[config.mk]
export PLATFORM = sky130hd
export DESIGN_NAME = frog_ctrl
export DESIGN_NICKNAME = d
export VERILOG_FILES = /design/src/rtl/frog_pkg.sv /design/src/rtl/frog_btn_edge.sv /design/src/rtl/frog_ctrl.sv
export SDC_FILE = /design/constraint.sdc
export NUM_CORES = 1
export LEC_CHECK = 0
export CAP_MARGIN = 20
export CORE_UTILIZATION = 55
export CTS_CLUSTER_SIZE = 16
export DETAILED_ROUTE_END_ITERATION = 6
export PLACE_DENSITY = 0.82
export SETUP_SLACK_MARGIN = 0.4
export SKIP_CTS_REPAIR_TIMING = 1
export SLEW_MARGIN = 15
export SYNTH_ARGS = -nofsm -noshare
export SYNTH_HDL_FRONTEND = slang
export SYNTH_SLANG_ARGS = --single-unit
export TNS_END_PERCENT = 5
[constraint.sdc]
create_clock -name clk_100MHz -period 5.1 [get_ports clk_100MHz]
set_input_delay 1.02 -clock clk_100MHz [delete_from_list [all_inputs] [get_ports clk_100MHz]]
set_output_delay 1.02 -clock clk_100MHz [all_outputs]
set_load 0.01 [all_outputs]
[src/rtl/frog_pkg.sv]
// Shared definitions for the Frogger game-state sequencer: geometry, game
// constants, state/move encodings and score arithmetic.
// No logic of its own; imported by frog_btn_edge and frog_ctrl.
package frog_pkg;

  localparam logic [9:0] X_START = 10'd312;
  localparam logic [9:0] Y_START = 10'd448;
  localparam logic [9:0] STEP_X  = 10'd16;
  localparam logic [9:0] STEP_Y  = 10'd32;
  localparam logic [9:0] X_MAX   = 10'd624;
  localparam logic [9:0] Y_HOME  = 10'd64;

  localparam logic [2:0] LIVES        = 3'd3;
  localparam logic [2:0] HOMES        = 3'd5;
  localparam logic [5:0] DEATH_FRAMES = 6'd30;

  localparam logic [11:0] SCORE_STEP = 12'd10;
  localparam logic [11:0] SCORE_HOME = 12'd50;
  localparam logic [11:0] SCORE_MAX  = 12'd4095;

  typedef enum logic [2:0] {
    ST_IDLE      = 3'd0,
    ST_PLAY      = 3'd1,
    ST_DYING     = 3'd2,
    ST_GAME_OVER = 3'd3,
    ST_WIN       = 3'd4
  } state_e;

  typedef enum logic [1:0] {
    MV_UP    = 2'd0,
    MV_DOWN  = 2'd1,
    MV_LEFT  = 2'd2,
    MV_RIGHT = 2'd3
  } move_e;

  // Saturating score addition.
  function automatic logic [11:0] sat_add(input logic [11:0] a, input logic [11:0] b);
    logic [12:0] s;
    s = {1'b0, a} + {1'b0, b};
    return s[12] ? SCORE_MAX : s[11:0];
  endfunction

endpackage

[src/rtl/frog_btn_edge.sv]
// Button front end: registers the four direction buttons and start, detects
// rising edges, and holds one prioritized pending move (up > down > left > right).
// Latency: pending move valid one clock after the edge; start_edge_o is combinational.
// Backpressure: while a move is pending further edges are dropped; clr_i empties it.
// Ports: clk_i, rst_ni; up_i/down_i/left_i/right_i/start_i button levels;
//        clr_i consume/flush; pend_vld_o, pend_mv_o pending move; start_edge_o.
module frog_btn_edge
  import frog_pkg::*;
(
  input  logic  clk_i,
  input  logic  rst_ni,
  input  logic  up_i,
  input  logic  down_i,
  input  logic  left_i,
  input  logic  right_i,
  input  logic  start_i,
  input  logic  clr_i,
  output logic  pend_vld_o,
  output move_e pend_mv_o,
  output logic  start_edge_o
);

  logic [4:0] btn_q;      // {start, up, down, left, right}
  logic [3:0] dir_edge;   // {up, down, left, right}
  logic       pend_vld_q;
  move_e      pend_mv_q;
  move_e      mv_sel;

  assign dir_edge     = {up_i, down_i, left_i, right_i} & ~btn_q[3:0];
  assign start_edge_o = start_i & ~btn_q[4];

  always_comb begin
    mv_sel = MV_RIGHT;
    if (dir_edge[3])      mv_sel = MV_UP;
    else if (dir_edge[2]) mv_sel = MV_DOWN;
    else if (dir_edge[1]) mv_sel = MV_LEFT;
  end

  always_ff @(posedge clk_i or negedge rst_ni) begin
    if (!rst_ni) begin
      btn_q      <= '0;
      pend_vld_q <= 1'b0;
      pend_mv_q  <= MV_UP;
    end else begin
      btn_q <= {start_i, up_i, down_i, left_i, right_i};
      // A clear in the same cycle as an edge wins, so nothing slips in
      // while the consumer is not accepting moves.
      if (clr_i) begin
        pend_vld_q <= 1'b0;
      end else if (!pend_vld_q && (|dir_edge)) begin
        pend_vld_q <= 1'b1;
        pend_mv_q  <= mv_sel;
      end
    end
  end

  assign pend_vld_o = pend_vld_q;
  assign pend_mv_o  = pend_mv_q;

endmodule

[src/rtl/frog_ctrl.sv]
// Frogger game-state sequencer: applies pending hops, hazards, homes and lives per frame.
// Latency: all outputs registered, updating one clock after the frame_tick cycle.
// Backpressure: one move is buffered per frame; extra button edges are dropped.
// Ports: clk_100MHz, reset (async active-low); up/down/left/right/start buttons;
//        frame_tick, hazard; frog_x/frog_y, lives, homes, state, frog_visible, score.
// Optional macro FROG_SCORE_EN enables the score counter (score is 0 otherwise).
module frog_ctrl
  import frog_pkg::*;
(
  input  logic        clk_100MHz,
  input  logic        reset,
  input  logic        up,
  input  logic        down,
  input  logic        left,
  input  logic        right,
  input  logic        frame_tick,
  input  logic        hazard,
  input  logic        start,
  output logic [9:0]  frog_x,
  output logic [9:0]  frog_y,
  output logic [2:0]  lives,
  output logic [2:0]  homes,
  output logic [2:0]  state,
  output logic        frog_visible,
  output logic [11:0] score
);

  logic        start_edge, pend_vld, pend_clr, start_req, reach_home;
  logic        start_pend_q, frog_visible_q;
  move_e       pend_mv;
  state_e      state_q;
  logic [9:0]  x_q, y_q, nx, ny;
  logic [10:0] x_sub, x_add, y_sub, y_add;
  logic [2:0]  lives_q, homes_q, homes_inc;
  logic [5:0]  cnt_q, cnt_dec;

  // Moves are only accepted in PLAY, and every PLAY frame consumes the slot.
  assign pend_clr = (state_q != ST_PLAY) || frame_tick;

  frog_btn_edge u_btn (
    .clk_i       (clk_100MHz),
    .rst_ni      (reset),
    .up_i        (up),
    .down_i      (down),
    .left_i      (left),
    .right_i     (right),
    .start_i     (start),
    .clr_i       (pend_clr),
    .pend_vld_o  (pend_vld),
    .pend_mv_o   (pend_mv),
    .start_edge_o(start_edge)
  );

  assign start_req = start_pend_q || start_edge;
  assign homes_inc = homes_q + 3'd1;
  assign cnt_dec   = cnt_q - 6'd1;

  // 11-bit intermediates: bit 10 of a difference flags underflow.
  assign x_sub = {1'b0, x_q} - {1'b0, STEP_X};
  assign x_add = {1'b0, x_q} + {1'b0, STEP_X};
  assign y_sub = {1'b0, y_q} - {1'b0, STEP_Y};
  assign y_add = {1'b0, y_q} + {1'b0, STEP_Y};

  always_comb begin
    nx = x_q;
    ny = y_q;
    case (pend_mv)
      MV_UP:    ny = y_sub[10] ? 10'd0 : y_sub[9:0];
      MV_DOWN:  ny = (y_add > {1'b0, Y_START}) ? Y_START : y_add[9:0];
      MV_LEFT:  nx = x_sub[10] ? 10'd0 : x_sub[9:0];
      MV_RIGHT: nx = (x_add > {1'b0, X_MAX}) ? X_MAX : x_add[9:0];
      default:  ;
    endcase
  end

  assign reach_home = (ny <= Y_HOME);

  always_ff @(posedge clk_100MHz or negedge reset) begin
    if (!reset) begin
      state_q        <= ST_IDLE;
      x_q            <= X_START;
      y_q            <= Y_START;
      lives_q        <= LIVES;
      homes_q        <= 3'd0;
      frog_visible_q <= 1'b1;
      cnt_q          <= 6'd0;
      start_pend_q   <= 1'b0;
    end else begin
      // Remember a start press until the next frame; ignored mid-game.
      if (start_edge && (state_q == ST_IDLE || state_q == ST_GAME_OVER || state_q == ST_WIN))
        start_pend_q <= 1'b1;
      if (frame_tick) begin
        case (state_q)
          ST_IDLE: begin
            if (start_req) begin
              state_q        <= ST_PLAY;
              lives_q        <= LIVES;
              homes_q        <= 3'd0;
              x_q            <= X_START;
              y_q            <= Y_START;
              frog_visible_q <= 1'b1;
              start_pend_q   <= 1'b0;
            end
          end
          ST_PLAY: begin
            if (hazard) begin
              lives_q        <= lives_q - 3'd1;
              cnt_q          <= DEATH_FRAMES;
              frog_visible_q <= DEATH_FRAMES[2];
              state_q        <= ST_DYING;
            end else if (pend_vld) begin
              if (reach_home) begin
                homes_q <= homes_inc;
                x_q     <= X_START;
                y_q     <= Y_START;
                if (homes_inc == HOMES) state_q <= ST_WIN;
              end else begin
                x_q <= nx;
                y_q <= ny;
              end
            end
          end
          ST_DYING: begin
            // Leave on the frame where the counter reaches zero.
            if (cnt_q <= 6'd1) begin
              cnt_q          <= 6'd0;
              frog_visible_q <= 1'b1;
              if (lives_q == 3'd0) begin
                state_q <= ST_GAME_OVER;
              end else begin
                state_q <= ST_PLAY;
                x_q     <= X_START;
                y_q     <= Y_START;
              end
            end else begin
              cnt_q          <= cnt_dec;
              frog_visible_q <= cnt_dec[2];
            end
          end
          ST_GAME_OVER, ST_WIN: begin
            if (start_req) begin
              state_q      <= ST_IDLE;
              start_pend_q <= 1'b0;
            end
          end
          default: state_q <= ST_IDLE;
        endcase
      end
    end
  end

`ifdef FROG_SCORE_EN
  logic        enter_play, respawn, mv_apply;
  logic [11:0] score_q, score_d;
  logic [9:0]  min_y_q, min_y_d;

  assign enter_play = frame_tick && (state_q == ST_IDLE) && start_req;
  assign respawn    = frame_tick && (state_q == ST_DYING) && (cnt_q <= 6'd1) && (lives_q != 3'd0);
  assign mv_apply   = frame_tick && (state_q == ST_PLAY) && !hazard && pend_vld;

  // min_y tracks the best row of the current life; a home does not reset it.
  always_comb begin
    score_d = score_q;
    min_y_d = min_y_q;
    if (enter_play) begin
      score_d = 12'd0;
      min_y_d = Y_START;
    end else if (respawn) begin
      min_y_d = Y_START;
    end else if (mv_apply) begin
      if ((pend_mv == MV_UP) && (ny < min_y_q)) begin
        score_d = sat_add(score_d, SCORE_STEP);
        min_y_d = ny;
      end
      if (reach_home) score_d = sat_add(score_d, SCORE_HOME);
    end
  end

  always_ff @(posedge clk_100MHz or negedge reset) begin
    if (!reset) begin
      score_q <= 12'd0;
      min_y_q <= Y_START;
    end else begin
      score_q <= score_d;
      min_y_q <= min_y_d;
    end
  end

  assign score = score_q;
`else
  assign score = 12'd0;
`endif

  assign frog_x       = x_q;
  assign frog_y       = y_q;
  assign lives        = lives_q;
  assign homes        = homes_q;
  assign state        = state_q;
  assign frog_visible = frog_visible_q;

endmodule

==> impl_results.md, run 1 <==
- Status: finished clean
- Mapped Cells: 342
- Leakage: 1.399 nW
- Core area: 5172 µm²
- GPL Wtd Cong: 0.8707
- Ys flop type: dfrtp_1
- Initial core utilization: 0.5752
- Total Wirelength: 6213 µm
- Fraction of layout instances using a drive strength above 1: 0.1005
- Vias: 2613
- Chip width: 75.55 µm
- Synth Register Bits: 42
- ANT cells: 0
- Fillers: 440
- Worst path slowest cell: clkdlybuf4s50_1
- Period utilization: 0.5672
- Syn Area/Cell: 8.700 µm²
- DR DRC count: 0
- CTS clk-pin slew, worst paths: 0.07 ns
- Clock tree sinks: 42
- Slew @ Worst Pin: 0.9089 ns
- Post-Synth Simple-Gate Area: 0.2422
- Final max-slew violation count: 0
- Port bufs: 35
- Maximum vdd drop: 0.3016 mV
- Fmax: 345.7 MHz
- Critical path class: in -> reg
- Netlist cell types: 68
- Critical path arrival: 3.07 ns
- Synth Area in Compound Gates: 0.2393
- Tmin final: 2.892 ns
- Largest net degree at the start of global routing: 43
- Post-DP HPWL: 4533 µm
- GRT overflow: 0
- Drt wl/cell: 14.18 µm
- Area share of fa/ha/maj cells after synthesis: 0.04626
- Initial antenna violation count: 0
- Synth-to-Final Area Change: 12.74%
- CTS tree: yes
- Ys async rst share: 1.000
- Max-Slew Margin vs Limit: 0.3941
- Post-DRT Antenna Nets: 0
- Max-cap violations: 0
- CTS root buffer: clkbuf_8
- Crit path launch type: primary input
- Die area: 5708 µm²
- Detailed Routing Iterations Pass 1: 4
- Via density: 5.966
- First-pass GRT wire length: 10450 µm
- Sum of negative setup slack: 0 ns
- Row count: 26
- # setup viols final: 0
- I/O pin cnt: 51
- RSZ-0062 raised after global routing: false
- Slowest stage delay, CP: 0.47 ns
- Final hold violations: 0
- Cell family with most CP delay: simple AND/OR/NAND/NOR gates
- Proportion of synthesized area in mux cells: 0.006728
- CTS Buf Count: 5
- Hold Path Class: reg -> reg
- GRT Util Overall: 0.2441
- Vias in the first global route: 2242
- Crit path buf inv count: 1
- CTS max path bufs: 2
- XOR/XNOR share of the synthesized area: 0.008831
- Dpl cell area: 3244 µm²
- CP Data Required Time: 5.27 ns
- Critical Path Sink Type: register
- Yosys warns: 0
- Iter 0 DRT Violations: 252
- Post-synth EDFFs: 0
- Final clock skew: 0.008685 ns
- Pwr Density: 552.3 nW/µm²
- Post-synthesis sequential area ratio: 0.3574
- Worst-path cell chain: clkdlybuf4s50_1, nor2b_1, nor2_1, o211ai_1, and3_1, nand2_4, or3_1, o221a_2
- Largest family of logic cells by synthesized area: simple AND/OR/NAND/NOR gates
- Clock Latency Late Sink: 0.29 ns
- Fin area: 3354 µm²
- Final Net Count: 387
- Chip height: 75.55 µm
- Mapped Area: 2975 µm²
- Worst-path fanout max: 7
- H-tree depth: 2
[per-stage QoR]
stage	cells	worst slack, ns	total power [mW]	utilization	hold WS [ns]
after floorplan	356	2.530	1.347	-	0.4920
after global routing	438	2.031	2.010	0.6485	0.5194
after global placement	430	1.990	1.573	0.6272	0.4941
after detailed placement	430	1.918	1.604	0.6272	0.4936
final	438	2.208	1.853	0.6485	0.5062
after CTS	438	2.220	1.856	0.6485	0.5099
[power breakdown]
group	internal (mW)	total [mW]	switching (mW)	leakage, nW
Combinational	0.420	0.963	0.543	0.846
Clock	0.137	0.241	0.105	0.0575
Sequential	0.448	0.648	0.200	0.495
Total	1.00	1.85	0.848	1.40
[path summary, 6_finish.rpt]
path,startpoint,to,slack [ns],cells past startpoint
hold / removal,frog_x[3],frog_x[3],0.51,1
setup / recovery,start,frog_x[6],2.21,8
min in group asynchronous,reset,cnt_q[0],0.86,1
setup reg to reg,frog_y[5],state[0],2.21,8
hold reg to reg,frog_x[3],frog_x[3],0.51,1
max in group asynchronous,reset,frog_x[7],3.67,1
[Yosys cell counts, drive strengths merged (10+ instances only)]
cell type	count	area, µm²
dfrtp	32	800.8
clkbuf	12	65.07
inv	20	75.07
ha	11	137.6
buf	19	151.4
nand3	15	80.08
nand2	30	120.1
dfstp	10	262.8
o21ai	24	123.9
nor3	13	70.07
nor2	24	97.59
a21oi	20	100.1
[routing by layer]
metal,vias up,GRT usage,routed length [µm]
met1,1237,0.3413,2806
li1,1271,-,-
met2,93,0.3849,2982
met4,0,0.07819,97
met3,12,0.04762,327
met5,-,0,0
[cells in the final DEF, fill, tap and decap left out, drive strengths merged, types with 3 or more instances in the layout]
master         count
clkdlybuf4s50     34
and2               9
nand4              3
a211o              3
nand3b             4
nand2b             3
a31oi              7
o31ai              5
inv               20
clkbuf             8
nand2             30
nand3             15
a311oi             3
nor3              13
a21oi             20
o221ai             4
a32oi              3
or3                4
o211ai             5
dfrtp             32
xor2               3
and3               9
nor2b              4
ha                11
nor2              24
nor3b              3
nor4               3
o31a               3
conb              15
o21ai             24
dfstp             10
[cell families (layout without fill, tap and decap cells)]
kind of cell,after synthesis,after routing
AO/OA/AOI/OAI,100,100
XOR/XNOR,3,3
adder cells (fa/ha/maj),11,11
buffers and inverters,51,63
flip-flops,42,42
multiplexers,2,2
other,1,15
AND/OR/NAND/NOR,132,132
[flip-flops by register name (all words and copies together), names as in the netlist]
name,cells
cnt_q,6
frog_visible,1
frog_x,7
frog_y,10
homes,3
lives,3
start_pend_q,1
state,3
u_btn.btn_q,5
u_btn.pend_mv_o,2
u_btn.pend_vld_o,1
[layout make-up]
type | count | area (µm²) | area share
inverters | 20 | 75.07 | 0.02238
flip-flops and latches | 42 | 1064 | 0.3170
multi-input cells | 263 | 1673 | 0.4987
repair buffers | 35 | 345.3 | 0.1029
clock buffers | 8 | 110.1 | 0.03282
well taps | 70 | 87.58 | 0.02611
No activity file was read; power rests on OpenSTA's default activity.
==> run 2: changes to the inputs <==
--- a/config.mk
+++ b/config.mk
@@ -6,10 +6,10 @@
 export NUM_CORES = 1
 export LEC_CHECK = 0
 export CAP_MARGIN = 20
-export CORE_UTILIZATION = 55
+export CORE_UTILIZATION = 54
 export CTS_CLUSTER_SIZE = 16
 export DETAILED_ROUTE_END_ITERATION = 6
-export PLACE_DENSITY = 0.82
+export PLACE_DENSITY = 0.81
 export SETUP_SLACK_MARGIN = 0.4
 export SKIP_CTS_REPAIR_TIMING = 1
 export SLEW_MARGIN = 15
==> constraint.sdc (replaced) <==
create_clock -name clk_100MHz -period 3 [get_ports clk_100MHz]
set_input_delay 0.6 -clock clk_100MHz [delete_from_list [all_inputs] [get_ports clk_100MHz]]
set_output_delay 0.6 -clock clk_100MHz [all_outputs]
set_load 0.01 [all_outputs]
==> run 2 against run 1 <==
Against the previous run: die area up 1.8%; utilization is 1.9 points higher; flip-flop and latch count unchanged; clock power is 48% higher; sequential share of layout area fell by 1.1 points; cell count grew 2.5%; global-route usage down 1.6 points; clock skew grew 0.0020 ns; register-to-register slack got worse by 1.8 ns; critical path type is now reg -> reg; critical endpoint unchanged; highest routed layer unchanged.
==> impl_results.md, run 2 (synthesis results as in run 1) <==
- Slowest stage delay, CP: 0.50 ns
- Largest net degree at the start of global routing: 43
- Final hold violations: 0
- Via density: 6.198
- CTS Buf Count: 5
- Period utilization: 0.8563
- Worst-path cell chain: nor2_1, a21oi_1, o311ai_0, o211ai_1, buf_4, a211oi_4, buf_4, nor2_4, o221a_2
- Crit path launch type: register
- GRT Util Overall: 0.2277
- I/O pin cnt: 51
- Vias: 2783
- Max reg flops: 10
- Max-cap violations: 0
- Post-DRT Antenna Nets: 0
- Total Wirelength: 6666 µm
- GPL Wtd Cong: 0.9489
- Crit path top cell by count: buf_4
- Final clock skew: 0.01071 ns
- Most frequent cells in the layout: clkdlybuf4s50_1 (34), dfrtp_1 (31), nand2_1 (29)
- Reg2Reg Depth: 9
- Vias in the first global route: 2358
- Clock Latency Late Sink: 0.30 ns
- Final Net Count: 398
- Detailed Routing Iterations Pass 1: 5
- ANT cells: 0
- Post-DP HPWL: 4507 µm
- Row count: 26
- RSZ-0062 raised after global routing: true
- Initial antenna violation count: 0
- Fmax: 389.3 MHz
- Critical path class: reg -> reg
- Max-Slew Margin vs Limit: 0.3884
- Placed Cells: 432
- WHS: 0.4391 ns
- Clock tree sinks: 42
- R2r endpoint: frog_x[6]
- Final max-slew violation count: 0
- Critical path arrival: 2.75 ns
- First-pass GRT wire length: 10920 µm
- Chip height: 76.23 µm
- Fraction of layout instances using a drive strength above 1: 0.1504
- Cell family with most CP delay: compound AO/OA/AOI/OAI gates
- Core area: 5205 µm²
- Port bufs: 35
- H-tree depth: 2
- Final core occ: 0.6678
- Critical R2R Launch: frog_y[9]
- Sum of negative setup slack: 0 ns
- Critical path depth: 9
- CTS tree: yes
- CTS clk-pin slew, worst paths: 0.09 ns
- Initial core utilization: 0.5716
- Hold Path Class: in -> async
- Place WS: 0.2692 ns
- CTS max path bufs: 2
- Setup WS post-layout: 0.4311 ns
- Worst-path fanout max: 9
- Chip width: 76.23 µm
- Finished Layout Cells: 449
- CP Data Required Time: 3.18 ns
- Synth-to-Final Area Change: 16.82%
- Leakage: 1.434 nW
- Status: finished clean
- Slew @ Worst Pin: 0.9174 ns
- Worst path slowest cell: dfrtp_1
- Commonest non-fill, non-tap cell in the layout: clkdlybuf4s50_1
- R2R Setup Slk: 0.43 ns
- Tmin final: 2.569 ns
- Drt wl/cell: 14.85 µm
- # setup viols final: 0
- Die area: 5811 µm²
- Iter 0 DRT Violations: 347
- Critical Path Sink Type: register
- CTS root buffer: clkbuf_8
- Pwr Density: 947.0 nW/µm²
- Maximum vdd drop: 0.4914 mV
- DR DRC count: 0
- Critical path origin: frog_y[9]
- GRT overflow: 0
- Crit path buf inv count: 2
==> run 2: cell count changes in the layout (fill, tap and decap cells not counted), moves of 2 or more <==
cell	previous run	this run
buf_4	0	10
clkbuf_1	0	2
clkbuf_8	8	5
nor2_2	0	2
o31ai_1	4	2
==> run 2: how the worst max path moves through the flow <==
stage | end | slack, ns
after floorplan | frog_x[7] | 0.43
after global placement | frog_x[6] | 0.33
after detailed placement | frog_x[6] | 0.27
after CTS | frog_x[6] | 0.24
after global routing | homes[1] | 0.32
final | frog_x[6] | 0.43
==> run 2: cell type report <==
class,instances,area [µm²]
Clock buffer,7,76.32
Clock inverter,1,7.507
Fill cell,437,1729
Inverter,20,75.07
Multi-Input combinational cell,264,1744
Sequential cell,42,1065
Tap cell,70,87.58
Timing Repair Buffer,45,420.4
==> run 2: report_power, final <==
| group | switching (mW) | total, mW | internal [mW] |
|---|---|---|---|
| Combinational | 1.02 | 1.84 | 0.819 |
| Sequential | 0.331 | 1.09 | 0.762 |
| Clock | 0.192 | 0.357 | 0.165 |
==> run 2: worst reg2reg max path, delay by kind of cell (launching register included) <==
kind | cells | cell delay, ns
AO/OA/AOI/OAI | 5 | 1.08
buffers and inverters | 2 | 0.41
flip-flops | 1 | 0.50
AND/OR/NAND/NOR | 2 | 0.47
==> run 2: metal layers <==
layer	wire, µm	share of wire	vias to the layer above	track usage
li1	-	-	1295	-
met1	3044	0.46	1324	0.3176
met2	3032	0.45	140	0.3640
met3	460	0.069	24	0.04192
met4	130	0.020	0	0.05962
met5	0	0	-	0
==> run 2: per-stage QoR <==
stage | cell area, µm² | power [mW]
global placement | 3259 | 2.694
finish | 3476 | 3.291
floorplan | 3028 | 2.291
global route | 3476 | 3.538
detailed placement | 3259 | 2.731
CTS | 3343 | 3.095
==> run 3: changes to the inputs <==
--- a/config.mk
+++ b/config.mk
@@ -12,7 +12,7 @@
 export PLACE_DENSITY = 0.81
 export SETUP_SLACK_MARGIN = 0.4
 export SKIP_CTS_REPAIR_TIMING = 1
-export SLEW_MARGIN = 15
+export SLEW_MARGIN = 20
 export SYNTH_ARGS = -nofsm -noshare
 export SYNTH_HDL_FRONTEND = slang
 export SYNTH_SLANG_ARGS = --single-unit
==> results of run 3 <==
No change in the layout: final DEF, timing and power equal those of run 2.
